$ cat src/rtl/data_bus_bridge_pkg.sv
// Shared types and constants for the MEM-stage data bus bridge.
// Bridge FSM encodings, bus command bundle and small helpers.
package data_bus_bridge_pkg;

  localparam int BUS_TIMEOUT_DEFAULT = 255;
  localparam int MEM_STALL_BIT       = 4;

  typedef enum logic [1:0] {
    BRIDGE_IDLE = 2'd0,
    BRIDGE_BUSY = 2'd1,
    BRIDGE_DONE = 2'd2
  } bridge_state_t;

  typedef struct packed {
    logic        we;
    logic [31:0] addr;
    logic [3:0]  sel;
    logic [31:0] wdata;
  } bus_cmd_t;

  function automatic bus_cmd_t make_cmd(
    input logic        we,
    input logic [31:0] addr,
    input logic [3:0]  sel,
    input logic [31:0] wdata
  );
    bus_cmd_t c;
    c.we    = we;
    c.addr  = addr;
    c.sel   = sel;
    c.wdata = wdata;
    return c;
  endfunction

  // Only a live load hands data back; stores and flushed loads return zero.
  function automatic logic [31:0] load_result(
    input logic        is_load,
    input logic        killed,
    input logic [31:0] rdata
  );
    return (is_load && !killed) ? rdata : 32'd0;
  endfunction

endpackage

$ cat src/rtl/data_bus_bridge_watchdog.sv
// Saturating BUSY-cycle counter for the data bus bridge.
// Flags expiry on the last permitted cycle without an ack.
module data_bus_bridge_watchdog #(
  parameter int LIMIT = 255,
  parameter int CNT_W = 8
) (
  input  logic clk,
  input  logic rst,
  input  logic clear,
  input  logic enable,
  output logic expired
);

  localparam logic [CNT_W-1:0] LAST = CNT_W'(LIMIT - 1);
  localparam logic [CNT_W-1:0] SAT  = {CNT_W{1'b1}};

  logic [CNT_W-1:0] cnt;

  always_ff @(posedge clk) begin
    if (rst) begin
      cnt <= '0;
    end else if (clear) begin
      cnt <= '0;
    end else if (enable && cnt != SAT) begin
      cnt <= cnt + 1'b1;
    end
  end

  assign expired = enable && (cnt == LAST);

endmodule

$ cat src/rtl/data_bus_bridge.sv
// MEM-stage to data bus bridge: single-cycle request to req/ack.
// Stalls the pipeline until completion; tolerates flushes and hangs.
module data_bus_bridge
  import data_bus_bridge_pkg::*;
#(
  parameter int TIMEOUT_CYCLES = BUS_TIMEOUT_DEFAULT,
  parameter int CNT_W          = 8
) (
  input  logic        clk,
  input  logic        rst,
  input  logic        mem_ce_i,
  input  logic        mem_we_i,
  input  logic [31:0] mem_addr_i,
  input  logic [3:0]  mem_sel_i,
  input  logic [31:0] mem_data_i,
  input  logic [5:0]  stall_i,
  input  logic        flush_i,
  output logic [31:0] mem_data_o,
  output logic        stallreq_o,
  output logic        bus_req_o,
  output logic        bus_we_o,
  output logic [31:0] bus_addr_o,
  output logic [3:0]  bus_sel_o,
  output logic [31:0] bus_wdata_o,
  input  logic        bus_ack_i,
  input  logic [31:0] bus_rdata_i,
  output logic        bus_timeout_o
);

  bridge_state_t state;
  bus_cmd_t      cmd_q;
  logic [31:0]   rd_buf;
  logic          aborted;
  logic          accept;
  logic          abort_now;
  logic          wd_clear;
  logic          wd_en;
  logic          wd_expired;
  logic          mem_held;
  logic          unused_stall;

  assign accept    = (state == BRIDGE_IDLE) && mem_ce_i &&
                     (|mem_sel_i) && !flush_i;
  assign abort_now = aborted || flush_i;
  assign mem_held  = stall_i[MEM_STALL_BIT];
  assign wd_clear  = accept;
  assign wd_en     = (state == BRIDGE_BUSY);

  assign unused_stall = ^{stall_i[5], stall_i[3:0]};

  data_bus_bridge_watchdog #(
    .LIMIT (TIMEOUT_CYCLES),
    .CNT_W (CNT_W)
  ) u_watchdog (
    .clk     (clk),
    .rst     (rst),
    .clear   (wd_clear),
    .enable  (wd_en),
    .expired (wd_expired)
  );

  assign bus_we_o    = cmd_q.we;
  assign bus_addr_o  = cmd_q.addr;
  assign bus_sel_o   = cmd_q.sel;
  assign bus_wdata_o = cmd_q.wdata;

  always_ff @(posedge clk) begin
    if (rst) begin
      state         <= BRIDGE_IDLE;
      cmd_q         <= '0;
      bus_req_o     <= 1'b0;
      rd_buf        <= '0;
      aborted       <= 1'b0;
      bus_timeout_o <= 1'b0;
    end else begin
      bus_timeout_o <= 1'b0;
      unique case (state)
        BRIDGE_IDLE: begin
          if (accept) begin
            cmd_q     <= make_cmd(mem_we_i, mem_addr_i,
                                  mem_sel_i, mem_data_i);
            bus_req_o <= 1'b1;
            aborted   <= 1'b0;
            state     <= BRIDGE_BUSY;
          end
        end
        BRIDGE_BUSY: begin
          if (flush_i) begin
            aborted <= 1'b1;
          end
          // An ack landing on the expiry cycle still completes normally.
          if (bus_ack_i) begin
            bus_req_o <= 1'b0;
            cmd_q.we  <= 1'b0;
            cmd_q.sel <= '0;
            rd_buf    <= load_result(!cmd_q.we, abort_now,
                                     bus_rdata_i);
            state     <= abort_now ? BRIDGE_IDLE : BRIDGE_DONE;
          end else if (wd_expired) begin
            bus_req_o     <= 1'b0;
            cmd_q.we      <= 1'b0;
            cmd_q.sel     <= '0;
            rd_buf        <= '0;
            bus_timeout_o <= 1'b1;
            state         <= abort_now ? BRIDGE_IDLE : BRIDGE_DONE;
          end
        end
        BRIDGE_DONE: begin
          // Hold the result while MEM is stalled so nothing reissues.
          if (flush_i || !mem_held) begin
            state <= BRIDGE_IDLE;
          end
        end
        default: begin
          state <= BRIDGE_IDLE;
        end
      endcase
    end
  end

  always_comb begin
    stallreq_o = 1'b0;
    mem_data_o = '0;
    unique case (state)
      BRIDGE_IDLE: stallreq_o = accept;
      BRIDGE_BUSY: stallreq_o = !abort_now;
      BRIDGE_DONE: mem_data_o = rd_buf;
      default:     stallreq_o = 1'b0;
    endcase
  end

endmodule

$ cat config.mk
export PLATFORM = sky130hd
export DESIGN_NAME = data_bus_bridge
export DESIGN_NICKNAME = d
export VERILOG_FILES = /design/src/rtl/data_bus_bridge_pkg.sv /design/src/rtl/data_bus_bridge_watchdog.sv /design/src/rtl/data_bus_bridge.sv
export SDC_FILE = /design/constraint.sdc
export NUM_CORES = 1
export LEC_CHECK = 0
export BUFFER_PORTS_ARGS = -buffer_cell sky130_fd_sc_hd__clkbuf_2
export CORE_ASPECT_RATIO = 0.5
export CORE_MARGIN = 2
export CORE_UTILIZATION = 39
export DETAILED_ROUTE_END_ITERATION = 8
export PLACE_DENSITY = 0.7
export SLEW_MARGIN = 20
export SYNTH_ARGS = -nofsm -noshare
export SYNTH_HDL_FRONTEND = slang
export SYNTH_SLANG_ARGS = --single-unit
$ cat constraint.sdc
create_clock -name clk -period 1.9 [get_ports clk]
set_input_delay 0.095 -clock clk [delete_from_list [all_inputs] [get_ports clk]]
set_output_delay 0.095 -clock clk [all_outputs]
set_load 0.02 [all_outputs]
==> results.toml, run 1 <==
[global_routing]
grt_usage_pct = 23.0
antenna_found_initial = 0
grt_pass1_wl_um = 22300
grt_start_max_net_pins = 63
grt_pass1_vias = 4719
gr-total-overflow = 0

[power_and_ir_drop]
comb_power_share_pct = 11.0
internal_power_mw = 5.35
p_switching_mw = 1.55
total_power_mw = 6.89
switching_share_pct = 22.5
pwr-share-clk_pct = 52.3
seqPwrFrac_pct = 36.7
p_per_area_nw_per_um2 = 943
vdd_drop_max_v = 0.000608
p_leak_nw = 3.17

[status]
outcome = "complete, but fails checks"
violations = "DRC"

[cells_and_area]
drive_above_1_share_pct = 29.9
fin_util_pct = 66.6
diodes = 0
fin_nets = 966
final_cells = 1010
area_growth_pct = 66.0
fin_area_um2 = 7310

[floorplan]
start_util_pct = 40.1
dieArea_um2 = 12200
die_h_um = 79.1
core_area_um2 = 11000
die_w_um = 154
io_pins = 216
std_cell_rows = 27

[sta]
drv_slew = 0
finalSetupViolCount = 0
fin_tns_setup_ns = 0
fmax_mhz = 562
finalCritPeriodShare_pct = 93.6
fin_skew_ns = 0.00744
tightest_slew_ns = 0.482
maxSlewHeadroom_pct = 67.1
period_needed_ns = 1.78
grt_setup_unrepaired = "no"
hold_violations = 0

[synthesis]
synth-seq-area-share_pct = 51.8
ys_ff_latch = 114
ys_warn_count = 0
synth_cell_types = 34
synth_nets = 664
synth_area_um2 = 4400
postSynthAreaPerCell_um2 = 8.00
syn-instance-count = 550

[critical_path]
cp_max_fo = 7
path_buf_inv = 3
cpPeakStageDelay_ns = 0.57
crit_path_frequent_cell = "clkbuf_2"
worstPathCellList = "dlygate4sd3_1, clkbuf_2, or4_4, nand2_4, nand2_1, clkbuf_2"
reg2reg_depth = 5
start_kind = "input pin"
cp.arrival_ns = 1.68
cp_slowest_cell = "or4_4"
path_class = "input pin to primary output"
reg2reg_from = "state[0]$_SDFFE_PP0P_"
path_delay_family = "buffers and inverters"
rrSetupSlack_ns = 0.14
worst_ep_required_time_ns = 1.80
r2r_end = "rd_buf[31]$_SDFFE_PP0P_"
endpoint_kind = "primary output"

[placed_design]
port_buffers = 210
dpl.cell_count = 876
post_dp_cell_area_um2 = 5600
place_congestion = 0.749
dp_hpwl_um = 7910

[routing]
drt_iter0_markers = 314
vias_per_cell = 4.86
wl_per_cell_um = 14.1
drt-total-wl_um = 14300
ant_nets = 0
num_vias = 4908
drc_errors = 16
drt_pre_antenna_iters = 7

[min_path]
hold_depth = 3
hold_end = "aborted$_SDFFE_PP0P_"
hp-start = "flush_i"
hold_class = "input pin to register"

[cts]
clk_root_buffer_cell = "clkbuf_16"
cts_sinks = 114
cts_setup_buffers = 0
ctsLongestPathBuffers = 2
htreeDepth = 4
clk_latency_ns = 0.41
cts_tree = "built"
numCtsBuffers = 17
clkTransAtPathRegs_ns = 0.05

[job]
max-cap-violations = 0
## cell type report
class                      instances  area, um2
fill                             860       3670
clock buffer                      24        502
tap                              145        181
multi-input combinational        394       1940
inverter                           1       3.75
sequential                       114       2280
timing repair buffer             324       2230
clock inverter                     8        171
## per-layer routing
layer  track usage, %  routed length (um)  part of all wire, %
met1             25.9                5880                   41
met2             41.2                7220                   51
met3             6.55                 753                  5.3
met4             10.4                 407                  2.9
met5                0                   0                    0
## layout by cell type (no fill, tap or decap), drive strengths merged, types with 2 or more instances in the layout
cell type      n
clkinv         2
or4            3
nor2           8
buf           13
ha             2
a211oi         3
nand2        172
dfxtp        114
xnor2          4
and4           2
o31ai          3
nand2b         2
a21oi        108
bufinv         5
clkbuf       233
dlygate4sd3  102
o21ai         39
and2          33
## sequential cells by signal (all words and copies together), names as in the netlist
register / cells
bus_sel_o: 4
aborted: 1
bus_timeout_o: 1
bus_req_o: 1
bus_we_o: 1
rd_buf: 32
state: 2
bus_wdata_o: 32
bus_addr_o: 32
u_watchdog.cnt: 8
## power groups by stage
stage | clock network (mW) | logic [mW] | registers (mW)
6_report | 3.61 | 0.760 | 2.53
3_3_place_gp | 0 | 0.571 | 2.57
4_1_cts | 3.66 | 0.745 | 2.52
3_5_place_dp | 0 | 0.575 | 2.57
2_1_floorplan | 0 | 0.228 | 2.66
5_1_grt | 3.77 | 0.822 | 2.54
## timing repair
item | in CTS | in global routing
hold endpoints to repair | 102 | 0
hold buffers | 102 | 0
gates resized for setup | 0 | 3
endpoints found under the setup margin | 0 | 5
## synth_stat cells (all sizes together)
cell | count | area (um2)
nand2 | 172 | 646
dfxtp | 114 | 2280
a21oi | 108 | 541
o21ai | 39 | 195
and2 | 33 | 206
clkbuf | 27 | 101
buf | 14 | 93.8
nor2 | 8 | 30.0
xnor2 | 4 | 35.0
a211oi | 3 | 22.5
o31ai | 3 | 22.5
or4 | 3 | 22.5
and4 | 2 | 17.5
ha | 2 | 25.0
nand2b | 2 | 12.5
a2111oi | 1 | 8.76
a21o | 1 | 7.51
a22oi | 1 | 7.51
a41oi | 1 | 8.76
and2b | 1 | 7.51
and3 | 1 | 6.26
inv | 1 | 3.75
nand3 | 1 | 5.00
nand3b | 1 | 7.51
nor2b | 1 | 6.26
nor3b | 1 | 18.8
nor4 | 1 | 6.26
nor4b | 1 | 23.8
or3 | 1 | 6.26
or4b | 1 | 13.8
or4bb | 1 | 11.3
## how the worst max path moves through the flow
| stage | startpoint | to | slack (ns) | depth (start not counted) |
|---|---|---|---|---|
| final | mem_sel_i[0] | stallreq_o | 0.12 | 6 |
| after detailed placement | state[0]$_SDFFE_PP0P_ | rd_buf[20]$_SDFFE_PP0P_ | 0.19 | 5 |
| after floorplan | u_watchdog.cnt[0]$_SDFFE_PP0P_ | rd_buf[22]$_SDFFE_PP0P_ | 0.24 | 7 |
| after global routing | state[1]$_SDFFE_PP0P_ | stallreq_o | 0.009 | 4 |
| after global placement | state[0]$_SDFFE_PP0P_ | rd_buf[0]$_SDFFE_PP0P_ | 0.24 | 5 |
| after CTS | mem_sel_i[0] | stallreq_o | 0.05 | 6 |
## cells by family after synthesis
| kind of cell | Yosys count | share of synthesized area, % |
|---|---|---|
| compound gates | 157 | 18.5 |
| xor+xnor | 4 | 0.796 |
| fa+ha+maj | 2 | 0.568 |
| buf+inv | 42 | 4.52 |
| flops | 114 | 51.8 |
| simple gates | 231 | 23.8 |
## metrics by stage
stage,hold WS (ns),worst slack (ns)
after floorplan,0.172,0.243
after global placement,0.318,0.238
after detailed placement,0.323,0.192
after CTS,0.00679,0.0493
after global routing,0.0163,0.00903
final,0.0190,0.122
## worst register-to-register path: stages, from the launching register on
cell and delay, ns:
dfxtp_1 0.45, or4b_4 0.53, nor3b_4 0.24, buf_12 0.22, nand2_1 0.11, a21oi_1 0.14
(Power assumes the default switching activity.)
==> run 2: changes to the inputs <==
Settings changed: CORE_UTILIZATION 39 to 27, PLACE_DENSITY 0.7 to default.
==> results.toml, run 2 (synthesis results as in run 1) <==
[status]
outcome = "complete, no violations"

[cells_and_area]
nFillCells = 1540
final_cell_mix = "clkbuf_2 (209), nand2_1 (171), dfxtp_1 (114)"
fin_area_um2 = 7380
layout_commonest_cell = "clkbuf_2"
area_growth_pct = 67.7
fin_nets = 974
drive_above_1_share_pct = 30.6
diodes = 0

[sta]
hold_violations = 0
hold_ws_ns = 0.0363
period_needed_ns = 1.84
fmax_mhz = 543
finalCritPeriodShare_pct = 96.9
tightest_slew_ns = 0.492
fin_tns_setup_ns = 0
maxSlewHeadroom_pct = 66.4
fin_skew_ns = 0.0106
grt_setup_unrepaired = "no"
finalSetupViolCount = 0
drv_slew = 0

[placed_design]
place_congestion = 0.800
post_dp_cell_area_um2 = 5750
port_buffers = 210
dp_hpwl_um = 9110

[critical_path]
worst_ep_required_time_ns = 1.80
cpPeakStageDelay_ns = 0.57
start_kind = "input pin"
path_class = "input pin to primary output"
worstPathCellList = "dlygate4sd3_1, clkbuf_2, or4_1, nand2_2, nand2_1, clkbuf_2"
cp.arrival_ns = 1.75
path_buf_inv = 3
endpoint_kind = "primary output"
crit_path_frequent_cell = "clkbuf_2"
cp_max_fo = 6
path_delay_family = "simple AND/OR/NAND/NOR gates"
cp_slowest_cell = "or4_1"

[cts]
ctsLongestPathBuffers = 2
clk_latency_ns = 0.40
clkTransAtPathRegs_ns = 0.05
htreeDepth = 4
cts_sinks = 114
clk_root_buffer_cell = "clkbuf_16"
numCtsBuffers = 17
cts_tree = "built"
cts_setup_buffers = 0

[floorplan]
io_pins = 216
dieArea_um2 = 17400
die_h_um = 94.3
start_util_pct = 28.1
core_area_um2 = 15700
die_w_um = 185
std_cell_rows = 32

[routing]
wl_per_cell_um = 13.0
vias_per_cell = 4.44
drt_iter0_markers = 147
drc_errors = 0
drt-total-wl_um = 14200
num_vias = 4854
ant_nets = 0
drt_pre_antenna_iters = 4

[global_routing]
grt_start_max_net_pins = 48
grt_pass1_wl_um = 22700
gr-total-overflow = 0
antenna_found_initial = 0
grt_usage_pct = 16.5
grt_pass1_vias = 4763

[power_and_ir_drop]
vdd_drop_max_v = 0.000628
comb_power_share_pct = 11.8
internal_power_mw = 4.83
p_leak_nw = 3.16
seqPwrFrac_pct = 38.9
p_per_area_nw_per_um2 = 880
p_switching_mw = 1.66
switching_share_pct = 25.6
pwr-share-clk_pct = 49.3

[job]
max-cap-violations = 0

[min_path]
hold_class = "input pin to register"
==> run 2: cell count changes in the layout (fill, tap and decap cells not counted), moves of 2 or more <==
cell / before / now
clkbuf_1: 2 / 0
bufinv_16: 5 / 2
clkinvlp_4: 1 / 6
inv_6: 0 / 2
clkbuf_8: 5 / 1
buf_4: 7 / 14
==> run 2: worst paths after layout <==
check	from	endpoint	slack [ns]	cells past startpoint
max	mem_sel_i[0]	stallreq_o	0.06	6
min	flush_i	aborted$_SDFFE_PP0P_	0.04	3
max reg2reg	state[0]$_SDFFE_PP0P_	rd_buf[6]$_SDFFE_PP0P_	0.17	5
min reg2reg	bus_addr_o[14]$_SDFFE_PP0P_	bus_addr_o[14]$_SDFFE_PP0P_	0.45	2
==> run 2: layer usage <==
metal | track usage [%] | share of wire (%)
met4 | 8.60 | 3.1
met5 | 0 | 0
met1 | 19.3 | 43
met3 | 3.99 | 3.7
met2 | 28.3 | 50
==> run 2: cell type report <==
type | count | area (um2) | share of cell area (%)
repair buffers | 332 | 2290 | 31.1
multi-input cells | 394 | 1930 | 26.1
clock buffers | 18 | 439 | 5.95
flip-flops and latches | 114 | 2280 | 30.9
well taps | 221 | 277 | 3.75
inverters | 1 | 3.75 | 0.0509
clock inverters | 14 | 156 | 2.12
==> run 2: through the flow <==
step           worst slack [ns]  power [mW]  utilization (%)  std cells
4_1_cts                  0.0505        6.59             47.1       1094
5_1_grt                 0.00321        6.80             47.1       1094
2_1_floorplan             0.243        2.89                -        550
6_report                 0.0585        6.49             47.1       1094
3_5_place_dp              0.184        3.17             36.7        959
3_3_place_gp              0.210        3.16             36.7        959
==> run 2: power groups by stage <==
stage | Sequential (mW) | Clock [mW] | Combinational [mW]
5_1_grt | 2.53 | 3.43 | 0.837
2_1_floorplan | 2.66 | 0 | 0.228
3_3_place_gp | 2.57 | 0 | 0.590
6_report | 2.52 | 3.20 | 0.766
4_1_cts | 2.52 | 3.30 | 0.765
3_5_place_dp | 2.58 | 0 | 0.596
==> run 2: repair_timing <==
item                                   CTS  global route
endpoints found under the hold margin  103             0
setup endpoints to repair                0             3
resized for setup                        0             1
hold buffers                           103             0
==> run 2: worst min-delay path: cells and delay by family <==
| family | cells | cell delay [ns] |
|---|---|---|
| AOI/OAI and AO/OA | 1 | 0.08 |
| and+or+nand+nor | 1 | 0.08 |
| buffers and inverters | 1 | 0.14 |
==> run 3: changes to the inputs <==
Settings changed: CORE_ASPECT_RATIO 0.5 to default, REMOVE_ABC_BUFFERS from default to 1, SLEW_MARGIN 20 to default.
==> results.toml, run 3 (synthesis results as in run 1) <==
[global_routing]
grt_start_max_net_pins = 63
antenna_found_initial = 0
grt_usage_pct = 16.1
grt_pass1_wl_um = 22700
gr-total-overflow = 0
grt_pass1_vias = 4700

[floorplan]
core_area_um2 = 15900
dieArea_um2 = 17300
std_cell_rows = 46
die_h_um = 132
io_pins = 216
die_w_um = 132
start_util_pct = 27.7

[placed_design]
port_buffers = 210
post_dp_cell_area_um2 = 5710
place_congestion = 0.766
dp_slack_ns = 0.215
dp_hpwl_um = 8400

[sta]
hold_ws_ns = 0.0230
finalCritPeriodShare_pct = 94.7
fin_skew_ns = 0.00626
hold_violations = 0
maxSlewHeadroom_pct = 66.6
finalSetupViolCount = 0
tightest_slew_ns = 0.488
grt_setup_unrepaired = "no"
layout_setup_ws_ns = 0.100
drv_slew = 0
fmax_mhz = 556
period_needed_ns = 1.80

[critical_path]
worstPathCellList = "dlygate4sd3_1, clkbuf_2, or4_1, nand2_2, nand2_1, clkbuf_2"
path_class = "input pin to primary output"
cp_slowest_cell = "or4_1"
cpPeakStageDelay_ns = 0.57
endpoint_kind = "primary output"
worst_ep_required_time_ns = 1.80
cp.arrival_ns = 1.70
crit_path_frequent_cell = "clkbuf_2"
start_kind = "input pin"
cp_max_fo = 5

[power_and_ir_drop]
switching_share_pct = 23.9
p_per_area_nw_per_um2 = 857
pwr-share-clk_pct = 47.4
vdd_drop_max_v = 0.000525
internal_power_mw = 4.75
p_leak_nw = 3.14
comb_power_share_pct = 12.1
seqPwrFrac_pct = 40.5
p_switching_mw = 1.49

[cts]
htreeDepth = 4
cts_tree = "built"
clk_root_buffer_cell = "clkbuf_16"
numCtsBuffers = 17
clkTransAtPathRegs_ns = 0.05
clk_latency_ns = 0.41
ctsLongestPathBuffers = 2
cts_sinks = 114

[cells_and_area]
nFillCells = 1550
diodes = 0
layout_commonest_cell = "clkbuf_2"
drive_above_1_share_pct = 29.8
fin_nets = 969
area_growth_pct = 65.4
fin_area_um2 = 7280
final_cell_mix = "clkbuf_2 (209), nand2_1 (171), dfxtp_1 (114)"

[routing]
drc_errors = 0
drt_pre_antenna_iters = 4
vias_per_cell = 4.40
wl_per_cell_um = 12.8
ant_nets = 0
drt_iter0_markers = 193
drt-total-wl_um = 13800
num_vias = 4765

[status]
outcome = "complete, no violations"

[min_path]
hold_class = "input pin to register"

[job]
max-cap-violations = 0
## run 3: power groups by stage
stage | combinational, mW | sequential [mW] | clock [mW]
2_1_floorplan | 0.176 | 2.66 | 0
3_3_place_gp | 0.594 | 2.57 | 0
3_5_place_dp | 0.590 | 2.58 | 0
4_1_cts | 0.757 | 2.53 | 3.05
5_1_grt | 0.830 | 2.54 | 3.14
6_report | 0.757 | 2.53 | 2.96
## run 3: layer usage
metal	part of all wire (%)	global-route usage, %	up-vias
li1	-	-	2429
met1	45	19.0	2148
met2	47	27.1	172
met3	6.3	5.05	16
met4	1.7	6.64	0
met5	0	0	-
## run 3: timing repair
item | CTS | global route
hold endpoints to repair | 102 | 0
resized for setup | 0 | 0
hold buffers | 102 | 0
buffers inserted | 0 | 0
## run 3: final timing paths
kind | slack (ns) | startpoint | end | cells past startpoint
max reg2reg | 0.19 | state[0]$_SDFFE_PP0P_ | rd_buf[4]$_SDFFE_PP0P_ | 5
min | 0.02 | flush_i | aborted$_SDFFE_PP0P_ | 3
min reg2reg | 0.45 | bus_wdata_o[29]$_SDFFE_PP0P_ | bus_wdata_o[29]$_SDFFE_PP0P_ | 2
max | 0.10 | mem_sel_i[0] | stallreq_o | 6
## run 3: cell type report
type	count	area [um2]	share of cell area, %
Sequential cell	114	2280	31.3
Timing Repair Buffer	327	2250	30.9
Multi-Input combinational cell	394	1930	26.5
Clock buffer	24	492	6.75
Tap cell	216	270	3.71
Clock inverter	6	55.1	0.756
Inverter	1	3.75	0.0516
## run 3: per-stage QoR
| step | TNS (ns) | util (%) | power (mW) | cells |
|---|---|---|---|---|
| 2_1_floorplan | -38.38 | - | 2.84 | 509 |
| 3_3_place_gp | 0 | 36.0 | 3.17 | 950 |
| 3_5_place_dp | 0 | 36.0 | 3.17 | 950 |
| 4_1_cts | 0 | 45.8 | 6.33 | 1082 |
| 5_1_grt | 0 | 45.8 | 6.51 | 1082 |
| 6_report | 0 | 45.8 | 6.24 | 1082 |
## run 3: worst max-delay path: cells and delay by family
| kind | cells | cell delay [ns] |
|---|---|---|
| buf+inv | 3 | 0.81 |
| simple gates | 3 | 0.80 |
